[config.mk]
export PLATFORM = sky130hd
export DESIGN_NAME = arbiter_request_collector_flat
export DESIGN_NICKNAME = d
export VERILOG_FILES = /design/src/rtl/arbiter_request_collector_if.sv /design/src/rtl/arbiter_request_collector.sv /design/src/flat_wrapper.sv
export SDC_FILE = /design/constraint.sdc
export NUM_CORES = 1
export LEC_CHECK = 0
export ABC_AREA = 0
export CAP_MARGIN = 20
export CORE_MARGIN = 1
export CORE_UTILIZATION = 35
export DETAILED_ROUTE_END_ITERATION = 10
export DONT_BUFFER_PORTS = 1
export HOLD_SLACK_MARGIN = 0.15
export PLACE_DENSITY_LB_ADDON = 0.25
export SETUP_SLACK_MARGIN = 0.05
export SYNTH_ARGS = -nofsm -noshare
export SYNTH_HDL_FRONTEND = slang
export SYNTH_SLANG_ARGS = --single-unit
export TNS_END_PERCENT = 10
[constraint.sdc]
create_clock -name clk_i -period 2.7 [get_ports clk_i]
set_input_delay 0.54 -clock clk_i [delete_from_list [all_inputs] [get_ports clk_i]]
set_output_delay 0.54 -clock clk_i [all_outputs]
set_load 0.1 [all_outputs]
[src/rtl/arbiter_request_collector_if.sv]
// Request/grant/offer bundle between the request collector, its arbiter and the downstream consumer.
interface arbiter_request_collector_if #(
  parameter int unsigned N    = 8,
  parameter int unsigned IDXW = 3
);
  logic [N-1:0]    req;
  logic [N-1:0]    pend;
  logic [N-1:0]    gnt;
  logic            valid;
  logic [IDXW-1:0] idx;
  logic            ready;
  logic            dup;
  logic            err;

  modport master (
    output req, gnt, ready,
    input  pend, valid, idx, dup, err
  );

  modport slave (
    input  req, gnt, ready,
    output pend, valid, idx, dup, err
  );
endinterface

[src/rtl/arbiter_request_collector.sv]
// Sticky per-client pending bits feeding a lowest-index arbiter; the returned
// grant is re-registered as a VALID/IDX offer with a READY handshake.
module arbiter_request_collector #(
  parameter int unsigned N    = 8,
  parameter int unsigned IDXW = 3
) (
  input logic                    clk_i,
  input logic                    resetn_i,
  arbiter_request_collector_if.slave bus
);

  typedef enum logic [0:0] {IDLE, OFFER} state_e;

  state_e          state_q, state_d;
  logic [N-1:0]    p_q, p_d;
  logic [N-1:0]    g_q, g_d;
  logic [IDXW-1:0] idx_q, idx_d;
  logic            valid_q, valid_d;
  logic            dup_q, dup_d;
  logic            err_q, err_d;

  logic [N-1:0]    clr;
  logic [IDXW-1:0] enc;
  logic            gnt_onehot;
  logic            gnt_in_p;

  // Grant qualification and priority-free one-hot to binary encode
  always_comb begin
    enc        = '0;
    gnt_onehot = (bus.gnt != '0) && ((bus.gnt & (bus.gnt - N'(1))) == '0);
    gnt_in_p   = ((bus.gnt & ~p_q) == '0);
    for (int k = 0; k < N; k++) begin
      if (bus.gnt[k]) enc = enc | IDXW'(k);
    end
  end

  // Next-state, pending update and offer control
  always_comb begin
    state_d = state_q;
    g_d     = g_q;
    idx_d   = idx_q;
    valid_d = valid_q;
    err_d   = err_q;
    clr     = '0;

    case (state_q)
      IDLE: begin
        valid_d = 1'b0;
        if (bus.gnt != '0) begin
          if (gnt_onehot && gnt_in_p) begin
            g_d     = bus.gnt;
            idx_d   = enc;
            valid_d = 1'b1;
            state_d = OFFER;
          end else begin
            err_d = 1'b1;
          end
        end
      end
      OFFER: begin
        if (bus.ready) begin
          clr     = g_q;
          valid_d = 1'b0;
          state_d = IDLE;
        end
      end
      default: state_d = IDLE;
    endcase

    // Set wins over clear when the served client re-requests on accept
    p_d   = (p_q & ~clr) | bus.req;
    dup_d = |(bus.req & p_q & ~clr);
  end

  always_ff @(posedge clk_i) begin
    if (!resetn_i) begin
      state_q <= IDLE;
      p_q     <= '0;
      g_q     <= '0;
      idx_q   <= '0;
      valid_q <= 1'b0;
      dup_q   <= 1'b0;
      err_q   <= 1'b0;
    end else begin
      state_q <= state_d;
      p_q     <= p_d;
      g_q     <= g_d;
      idx_q   <= idx_d;
      valid_q <= valid_d;
      dup_q   <= dup_d;
      err_q   <= err_d;
    end
  end

  assign bus.pend  = p_q;
  assign bus.valid = valid_q;
  assign bus.idx   = idx_q;
  assign bus.dup   = dup_q;
  assign bus.err   = err_q;

endmodule

[src/flat_wrapper.sv]
// flat-port wrapper written by rule: the top's interface ports become plain ports
module arbiter_request_collector_flat 
#(
  parameter int unsigned N    = 8,
  parameter int unsigned IDXW = 3
)
  (clk_i, resetn_i, bus_req, bus_gnt, bus_ready, bus_pend, bus_valid, bus_idx, bus_dup, bus_err);
  arbiter_request_collector_if #(.N(N), .IDXW(IDXW)) bus_i ();
  input logic clk_i;
  input logic resetn_i;
  input wire logic [$bits(bus_i.req)-1:0] bus_req;
  input wire logic [$bits(bus_i.gnt)-1:0] bus_gnt;
  input wire logic [$bits(bus_i.ready)-1:0] bus_ready;
  output wire logic [$bits(bus_i.pend)-1:0] bus_pend;
  output wire logic [$bits(bus_i.valid)-1:0] bus_valid;
  output wire logic [$bits(bus_i.idx)-1:0] bus_idx;
  output wire logic [$bits(bus_i.dup)-1:0] bus_dup;
  output wire logic [$bits(bus_i.err)-1:0] bus_err;
  assign bus_i.req = bus_req;
  assign bus_i.gnt = bus_gnt;
  assign bus_i.ready = bus_ready;
  assign bus_pend = bus_i.pend;
  assign bus_valid = bus_i.valid;
  assign bus_idx = bus_i.idx;
  assign bus_dup = bus_i.dup;
  assign bus_err = bus_i.err;
  arbiter_request_collector #(.N(N), .IDXW(IDXW)) u_core (.clk_i(clk_i), .resetn_i(resetn_i), .bus(bus_i));
endmodule
# After elaboration in Yosys (flattened, before gate mapping)
# Index checks and enable logic that the tools add are counted.
# word_totals
output_inout_bits,14
ff_bits,23
word_cells,42
inputBits,19
# classes
eq_ne,1
add_sub_neg,1
n_mux,15
bitwise,10
n_reduce_logical,8
# op_table
operator,n
8-bit AND,5
8-bit zero test,2
8-bit two-way mux,2
8-bit inverter,2
3-bit two-way mux,4
8-bit bitwise OR,1
8-bit nonzero test,1
8-bit OR reduction,1
8-bit by 1-bit subtractor with 8-bit output (second input constant),1
3-bit AND reduction,2
1-bit two-way mux,5
2-bit two-way mux,2
1-bit one-hot mux with 2 select lines,2
1-bit logical AND,2
2-bit != test (second input constant),1
1-bit inverter,2

# Depth between registers and ports, before layout
# Gate-level depths: netlist of run 1.
# depth
word_depth,8
mapped_depth,6
mapped_depth_nobuf,5

# Worst setup path after synthesis of run 1
# Ideal clock, no wire load.
# synth_path
path_type,flip-flop to flip-flop
startpoint,"register u_core.p_q[6], in the netlist u_core.bus.pend[6]"
endpoint,"register u_core.idx_q[0], in the netlist u_core.bus.idx[0]"
arrival_time_ps,2126
setup_ps,72
t_required_ps,2628
path_buffers,1
setup_slack_ps,502
stages_incl_launch_ff,7
synth_period_minus_slack_ps,2198
path_cell_list,dfxtp_1 nor2b_1 nor4_1 o2111ai_1 nor4_4 buf_6 mux2i_1
# synth_between
elab_chain_cells,5
# synth_lines
element,line_no,text
"start, declared",arbiter_request_collector.sv:15,"logic [N-1:0] p_q, p_d;"
"start signal, assigned",arbiter_request_collector.sv:86,p_q <= p_d;
8-bit inverter,arbiter_request_collector.sv:31,gnt_in_p = ((bus.gnt & ~p_q) == '0);
8-bit AND,arbiter_request_collector.sv:31,
8-bit zero test,arbiter_request_collector.sv:31,
1-bit logical AND,arbiter_request_collector.sv:50,if (gnt_onehot && gnt_in_p) begin
3-bit AND reduction (no source line),n/a,
"end signal, assigned",arbiter_request_collector.sv:88,idx_q <= idx_d;
"end, declared",arbiter_request_collector.sv:17,"logic [IDXW-1:0] idx_q, idx_d;"
# Every way passes these cells.
# A chain may end at the register's enable or synchronous reset.

# Final worst setup path of run 1
# layout_path
startpoint,"register u_core.idx_q[1], in the netlist u_core.bus.idx[1]"
endpoint,output bus_idx[1]
# layout_rtl
element,line_no,text
"end, declared",flat_wrapper.sv:16,output wire logic [$bits(bus_i.idx)-1:0] bus_idx;
# No word-level cell between the ends.

==> flow_metrics.tcl, run 1 <==
set metrics [dict create \
    synth-seq-cells 23 \
    cts_root_buffer "clkbuf_4" \
    syn_to_final_growth_pct 8.96 \
    grt_max_degree 29 \
    clkSinkCount 23 \
    path_max_fanout 2 \
    yosys.area_share.xor_xnor_pct 0 \
    yosys.area_share.adder_pct 0 \
    whs_ns 0.331 \
    r2r_end "u_core.bus.dup$_SDFF_PN0_" \
    hold_buffers 0 \
    h-tree-depth 1 \
    syn_area_mm2 0.00109 \
    start_kind "flip-flop" \
    critical_path_arrival_ns 1.30 \
    die_area_mm2 0.00334 \
    yosysWarnings 0 \
    grt_usage_pct 16.9 \
    grt_overflow 0 \
    synth_top_area_cell "dfxtp_1" \
    ir_drop_v 0.000290 \
    layout_common_cells "26 x nand2_1, 23 x dfxtp_1, 13 x nor2_1, 11 x mux2i_1, 10 x buf_4" \
    hpwl_um 2020 \
    finalSetupTns_ns 0 \
    clock_path_buffers 2 \
    max_slew_margin_pct 35.2 \
    r2r_start "u_core.state_q$_SDFF_PN0_" \
    rrSetupSlack_ns 1.00 \
    core-area_mm2 0.00285 \
    synth_area_leaders "dfxtp_1 42%, mux2i_1 10%, nand2_1 9.0%" \
    layout_commonest_cell "nand2_1" \
    tightest_slew_ns 0.971 \
    cts_setup_buffers 0 \
    io_pins 33 \
    drc 1 \
    num_rows 19 \
    dr.first_iter.drc_count 21 \
    insertion_delay_ns 0.31 \
    drive_gt1_share_pct 14.6 \
    routed_wirelength_um 2570 \
    seq_area_frac_synth_pct 42.3 \
    n_antenna_cell 0 \
    routabilityCongestion 0.734 \
    syn_inst 121 \
    path_clk_slew_ns 0.13 \
    num_vias 872 \
    min_to "u_core.bus.pend[2]$_SDFF_PN0_" \
    synth.area.mux_share_pct 10.1 \
    period_needed_ns 1.84 \
    setup_viol 0 \
    synthSimpleGateAreaFrac_pct 24.5 \
    min_from "resetn_i" \
    first_global_vias 916 \
    path_class "flip-flop to primary output" \
    status "finished, violations left" \
    synth_top_area_share_pct 42.3 \
    powerDensity_mw_per_mm2 559 \
    antenna_found_initial 0 \
    viasPerCell 5.42 \
    synth_top_family_by_area "simple AND/OR/NAND/NOR gates" \
    skew_ns 0.00256 \
    crit_start "u_core.bus.idx[1]$_SDFFE_PN0P_" \
    syn_avg_cell_area_um2 9.01 \
    synth.distinct_cells 34 \
    drtAntennaViolNets 0 \
    start_util_pct 38.2 \
    final_nets 150 \
    wire_per_inst_um 16.0 \
    maxCapViolCount 0 \
    fmax_mhz 543 \
    synth-compound-area-share_pct 18.1 \
    timing.final.hold_violations 0 \
    grt_first_pass_wirelength_um 4310 \
    cts_resized 0 \
    violations "DRC" \
    min_period_over_period_pct 68.2 \
    min_path_cells 1 \
    drt-pass1-iter-count 7 \
    cts_tree "yes" \
    die_w_um 57.8 \
    required_ns 2.16 \
    power.leakage_nw 0.464 \
    die_h_um 57.8 \
    critPathCaptureType "primary output" \
    portBuffers 0 \
    syn_nets 140 \
    finalMaxSlewViolations 0 \
    rsz0062_at_grt "false" \
    r2r_cells 5 \
    hp-class "input pin to flip-flop" \
    cts_buffers 3 \
]
==> cell usage after synthesis <==
cell	instances
mux2i_1	11
inv_1	3
o2111ai_1	1
clkbuf_1	1
nor2b_2	1
o31ai_1	1
nand3_1	1
and4b_1	1
o21ai_0	2
dlygate4sd1_1	2
a211oi_1	1
o211a_1	2
a22o_1	1
a21boi_1	1
nor2_1	13
a21boi_0	3
dfxtp_1	23
nand2_1	26
o21a_1	2
buf_6	2
a211oi_2	1
o41ai_1	1
o21ai_2	1
nand2b_1	1
nor3_1	2
and2_1	2
a31oi_1	1
nor2b_1	3
nor4_1	1
a21o_1	1
nor4_4	2
a221oi_1	1
a32oi_1	2
a21oi_1	4
==> registers in the layout, indices dropped and copies added (netlist names) <==
name / flops
u_core.bus.err: 1
u_core.bus.idx: 3
u_core.g_q: 8
u_core.state_q: 1
u_core.bus.dup: 1
u_core.bus.valid: 1
u_core.bus.pend: 8
==> worst reg2reg max path: cells and delay by family, from the launching register on <==
family | cells | cell delay (ns)
and+or+nand+nor | 1 | 0.37
AOI/OAI and AO/OA | 4 | 0.73
DFF | 1 | 0.49
==> cell families (layout without fill, tap and decap cells) <==
logic type,Yosys count,after routing
compound gates,26,26
buf+inv,8,17
flops,23,23
mux,11,11
simple gates,53,53
==> metrics by stage <==
step | setup WS (ns) | std cells | area (µm²) | power, mW | utilization [%]
after global routing | 0.815 | 161 | 1190 | 0.698 | 41.6
after detailed placement | 0.637 | 157 | 1160 | 0.508 | 40.7
after CTS | 0.850 | 161 | 1190 | 0.671 | 41.6
final | 0.859 | 161 | 1190 | 0.663 | 41.6
after floorplan | 0.502 | 121 | 1090 | 0.491 | -
after global placement | 0.758 | 157 | 1160 | 0.507 | 40.7
==> where the power goes <==
group / switching, mW / leakage, nW / total, mW / internal [mW]
Combinational: 0.0903 / 0.258 / 0.122 / 0.0318
Clock: 0.109 / 0.0177 / 0.164 / 0.0554
Sequential: 0.0263 / 0.189 / 0.377 / 0.351
Total: 0.225 / 0.464 / 0.663 / 0.438
==> layer usage <==
metal / up-vias / wire length, µm / track usage [%]
li1: 441 / - / -
met1: 399 / 1150 / 22.6
met2: 26 / 1190 / 26.6
met3: 6 / 193 / 4.02
met4: 0 / 37 / 6.46
met5: - / 0 / 0
==> worst max-delay path by stage <==
stage,end,cells past startpoint,slack [ns]
after global placement,u_core.bus.idx[1]$_SDFFE_PN0P_,6,0.76
after detailed placement,u_core.g_q[3]$_SDFFE_PN0P_,6,0.64
final,bus_idx[1],0,0.86
after floorplan,u_core.bus.idx[0]$_SDFFE_PN0P_,6,0.50
after global routing,bus_idx[1],0,0.81
after CTS,bus_idx[2],0,0.85
==> layout make-up <==
| cell class | instances | area, µm² |
|---|---|---|
| Tap cell | 31 | 38.8 |
| Fill cell | 302 | 1670 |
| Multi-Input combinational cell | 90 | 574 |
| Timing Repair Buffer | 10 | 75.1 |
| Clock buffer | 3 | 22.5 |
| Inverter | 3 | 11.3 |
| Clock inverter | 1 | 5.00 |
| Sequential cell | 23 | 460 |
No activity file was read; power rests on OpenSTA's default activity.
==> inputs of run 2 (changes only) <==
==> constraint.sdc (replaced) <==
create_clock -name clk_i -period 1.92 [get_ports clk_i]
set_input_delay 0.384 -clock clk_i [delete_from_list [all_inputs] [get_ports clk_i]]
set_output_delay 0.384 -clock clk_i [all_outputs]
set_load 0.1 [all_outputs]
==> flow_metrics.tcl, run 2 (same netlist as run 1, synthesis figures left out) <==
set metrics [dict create \
    antenna_found_initial 0 \
    whs_ns 0.174 \
    hp-class "input pin to flip-flop" \
    crit_family "compound AO/OA/AOI/OAI gates" \
    min_path_cells 2 \
    layout_commonest_cell "nand2_1" \
    cts_buffers 3 \
    layoutNonFillerInstCount 168 \
    syn_to_final_growth_pct 15.0 \
    rrSetupSlack_ns 0.22 \
    skew_ns 0.00674 \
    start_util_pct 38.2 \
    grtUsageMet1_pct 20.5 \
    status "finished, violations left" \
    drtAntennaViolNets 0 \
    rsz0062_at_grt "false" \
    finalMaxSlewViolations 0 \
    critPathCapture "u_core.bus.dup$_SDFF_PN0_" \
    dr.first_iter.drc_count 46 \
    path_max_fanout 8 \
    cts_resized 0 \
    top_usage_layer "met2" \
    start_kind "flip-flop" \
    path_depth 5 \
    powerDensity_mw_per_mm2 746 \
    fillCellCount 291 \
    final_nets 157 \
    power.leakage_nw 0.500 \
    hold_buffers 0 \
    grt_max_degree 29 \
    insertion_delay_ns 0.32 \
    timing.final.hold_violations 0 \
    path_class "flip-flop to flip-flop" \
    hpwl_um 2000 \
    critical_path_arrival_ns 1.91 \
    clock_path_buffers 2 \
    maxCapViolCount 0 \
    wire_per_inst_um 15.1 \
    first_global_vias 937 \
    die_h_um 57.8 \
    period_needed_ns 1.70 \
    path_clk_slew_ns 0.12 \
    drive_gt1_share_pct 24.1 \
    grt_first_pass_wirelength_um 4190 \
    grt_use_met2_pct 26.6 \
    min_period_over_period_pct 88.5 \
    max_slew_margin_pct 76.7 \
    required_ns 2.13 \
    dp.cells 164 \
    crit_path_cell_trace "and2_1 -> a21oi_1 -> a22o_1 -> a221oi_1 -> a31oi_1" \
    die_w_um 57.8 \
    fmax_mhz 588 \
    setup_viol 0 \
    cpMaxStageDelayCell "dfxtp_1" \
    cpPeakStageDelay_ns 0.49 \
    violations "DRC" \
    cts_root_buffer "clkbuf_4" \
    r2r_end "u_core.bus.dup$_SDFF_PN0_" \
    io_pins 33 \
    routed_wirelength_um 2540 \
    viasPerCell 5.44 \
    n_antenna_cell 0 \
    crit_start "u_core.state_q$_SDFF_PN0_" \
    clkSinkCount 23 \
    ir_drop_v 0.000304 \
    layout_common_cells "26 x nand2_1, 17 x buf_4, 15 x dfxtp_1, 13 x nor2_1, 11 x mux2i_1" \
    drt-pass1-iter-count 7 \
    num_vias 914 \
    finalSetupTns_ns 0 \
    r2r_start "u_core.state_q$_SDFF_PN0_" \
    grt_overflow 0 \
    critPathCaptureType "flip-flop" \
    die_area_mm2 0.00334 \
    num_rows 19 \
    grt_usage_pct 16.9 \
    core-area_mm2 0.00285 \
    routabilityCongestion 0.774 \
    cts_tree "yes" \
    cts_setup_buffers 0 \
    tightest_slew_ns 0.345 \
    h-tree-depth 1 \
    r2r_cells 5 \
    portBuffers 0 \
    globalRouteMet3Util_pct 6.70 \
    drc 3 \
    worst-path-buf-inv 0 \
]
[run 2: cell types whose count changed in the layout (fill, tap and decap cells not counted), sizes merged]
| cell | change |
|---|---|
| clkinv | -1 |
| buf | +7 |
| clkbuf | +1 |
[run 2: area by class of cell]
type / instances / area, µm² / share of cell area, %
Sequential cell: 23 / 475 / 37.9
Clock buffer: 4 / 26.3 / 2.10
Timing Repair Buffer: 17 / 128 / 10.2
Inverter: 3 / 11.3 / 0.898
Multi-Input combinational cell: 90 / 574 / 45.8
Tap cell: 31 / 38.8 / 3.09
[run 2: how the worst min path moves through the flow]
stage,from,endpoint,slack (ns)
after floorplan,u_core.g_q[2]$_SDFFE_PN0P_,u_core.g_q[2]$_SDFFE_PN0P_,0.43
after global placement,u_core.g_q[6]$_SDFFE_PN0P_,u_core.g_q[6]$_SDFFE_PN0P_,0.44
after detailed placement,u_core.g_q[2]$_SDFFE_PN0P_,u_core.g_q[2]$_SDFFE_PN0P_,0.46
after CTS,resetn_i,u_core.bus.pend[2]$_SDFF_PN0_,0.16
after global routing,resetn_i,u_core.bus.pend[2]$_SDFF_PN0_,0.16
final,resetn_i,u_core.bus.err$_SDFFE_PN0P_,0.17
[run 2: routing by layer]
| metal | vias up | part of all wire (%) |
|---|---|---|
| met5 | - | 0 |
| met4 | 0 | 1.5 |
| met3 | 4 | 10 |
| met2 | 31 | 46 |
| met1 | 425 | 42 |
| li1 | 454 | - |
[run 2: report_power, final]
part,switching (mW),internal (mW)
Clock,0.145,0.0814
Combinational,0.156,0.0503
Sequential,0.00854,0.494
Total,0.310,0.626
[run 2: through the flow]
stage | instance area [µm²] | worst slack, ns | utilization, % | power (mW)
final | 1250 | 0.220 | 43.9 | 0.936
after CTS | 1250 | 0.247 | 43.9 | 0.945
after global placement | 1230 | 0.212 | 43.0 | 0.720
after global routing | 1250 | 0.0854 | 43.9 | 0.973
after detailed placement | 1230 | 0.133 | 43.0 | 0.722
after floorplan | 1100 | 0.0692 | - | 0.692
==> inputs of run 3 (changes only) <==
--- a/config.mk
+++ b/config.mk
@@ -6,8 +6,8 @@
 export NUM_CORES = 1
 export LEC_CHECK = 0
 export ABC_AREA = 0
-export CAP_MARGIN = 20
-export CORE_MARGIN = 1
+export CAP_MARGIN = 5
+export CORE_MARGIN = 2
 export CORE_UTILIZATION = 35
 export DETAILED_ROUTE_END_ITERATION = 10
 export DONT_BUFFER_PORTS = 1
==> flow_metrics.tcl, run 3 (same netlist as run 1, synthesis figures left out) <==
set metrics [dict create \
    path_class "flip-flop to flip-flop" \
    seq_area_um2 475 \
    skew_ns 0.00812 \
    tightest_slew_ns 0.389 \
    drt-pass1-iter-count 4 \
    insertion_delay_ns 0.31 \
    maxCapViolCount 0 \
    min_period_over_period_pct 88.3 \
    core-area_mm2 0.00300 \
    start_util_pct 36.3 \
    critPathCaptureType "flip-flop" \
    p_int_uw 622 \
    p_sw_uw 313 \
    die_area_mm2 0.00358 \
    drive_gt1_share_pct 25.4 \
    path_max_fanout 7 \
    clkSinkCount 23 \
    timing.final.hold_violations 0 \
    final_nets 158 \
    wire_per_inst_um 15.0 \
    required_ns 2.16 \
    start_kind "flip-flop" \
    cts_setup_buffers 0 \
    period_needed_ns 1.70 \
    power.leakage_nw 0.509 \
    ir_drop_v 0.000393 \
    finalMaxSlewViolations 0 \
    die_h_um 59.8 \
    die_w_um 59.8 \
    r2r_start "u_core.bus.pend[6]$_SDFF_PN0_" \
    cts_resized 0 \
    fillCellCount 306 \
    cts_tree "yes" \
    grt_first_pass_wirelength_um 4260 \
    grt_usage_pct 16.0 \
    finalSetupTns_ns 0 \
    drtAntennaViolNets 0 \
    cpPeakStageDelay_ns 0.37 \
    powerDensity_mw_per_mm2 740 \
    grt_overflow 0 \
    num_vias 905 \
    syn_to_final_growth_pct 16.1 \
    portBuffers 0 \
    max_slew_margin_pct 74.0 \
    setup_viol 0 \
    h-tree-depth 1 \
    critical_path_arrival_ns 1.93 \
    first_global_vias 951 \
    multi_input_area_um2 574 \
    antenna_found_initial 0 \
    status "finished clean" \
    cpMaxStageDelayCell "dfxtp_4" \
    grt_max_degree 29 \
    power_frac_comb_pct 22.1 \
    cts_buffers 3 \
    hpwl_um 2010 \
    clock_path_buffers 2 \
    min_from "bus_req[4]" \
    drc 0 \
    clkPwrFrac_pct 24.1 \
    layout_commonest_cell "nand2_1" \
    routed_wirelength_um 2560 \
    path_clk_slew_ns 0.13 \
    p_sw_share_pct 33.5 \
    p_seq_share_pct 53.8 \
    cts_root_buffer "clkbuf_4" \
    fmax_mhz 590 \
    routabilityCongestion 0.797 \
    crit_start "u_core.bus.pend[6]$_SDFF_PN0_" \
    final_util_pct 42.1 \
    crit_path_cell_trace "nor2b_1 -> nor4_1 -> o2111ai_1 -> nor4_4 -> buf_4 -> mux2i_1" \
    io_pins 33 \
    rsz0062_at_grt "false" \
    layout_common_cells "26 x nand2_1, 18 x buf_4, 15 x dfxtp_1, 13 x nor2_1, 11 x mux2i_1" \
    num_rows 20 \
    n_antenna_cell 0 \
    hp-class "input pin to flip-flop" \
    hold_buffers 0 \
    viasPerCell 5.29 \
    dr.first_iter.drc_count 24 \
]
run 3: area by class of cell:
cell class              count  area share (%)
clock buffers               3            1.78
clock inverters             1           0.396
inverters                   3           0.890
multi-input cells          90            45.4
flip-flops and latches     23            37.6
well taps                  33            3.26
repair buffers             18            10.7
run 3: final timing paths:
| kind | cells past startpoint | slack [ns] | end |
|---|---|---|---|
| max | 6 | 0.22 | u_core.g_q[5]$_SDFFE_PN0P_ |
| min | 2 | 0.19 | u_core.bus.pend[4]$_SDFF_PN0_ |
| max reg2reg | 6 | 0.22 | u_core.g_q[5]$_SDFFE_PN0P_ |
| min reg2reg | 2 | 0.47 | u_core.g_q[7]$_SDFFE_PN0P_ |
run 3: metal layers:
metal,GRT usage [%],part of all wire (%),vias up
met5,0,0,-
met4,5.08,1.6,0
met3,6.06,8.7,4
met2,27.3,47,23
met1,18.3,42,419
li1,-,-,459
run 3: metrics by stage:
step | std cells | area (µm²) | power, mW | hold WS [ns] | worst slack, ns
after floorplan | 121 | 1100 | 0.692 | 0.432 | 0.0692
after global placement | 167 | 1240 | 0.721 | 0.440 | 0.235
after detailed placement | 167 | 1240 | 0.722 | 0.456 | 0.130
after CTS | 171 | 1260 | 0.946 | 0.171 | 0.225
after global routing | 171 | 1260 | 0.984 | 0.166 | 0.131
final | 171 | 1260 | 0.936 | 0.186 | 0.224
run 3: power by group through the flow:
| stage | Sequential (mW) | Combinational, mW | Clock, mW |
|---|---|---|---|
| floorplan | 0.629 | 0.0630 | 0 |
| CTS | 0.504 | 0.208 | 0.234 |
| finish | 0.503 | 0.207 | 0.225 |
| global placement | 0.514 | 0.206 | 0 |
| detailed placement | 0.514 | 0.208 | 0 |
| global route | 0.506 | 0.219 | 0.259 |
run 3: critical path: cells and delay by family (launching register included):
family          cells  cell delay, ns
flops               1            0.37
mux                 1            0.21
simple gates        3            0.56
compound gates      1            0.26
buf+inv             1            0.23
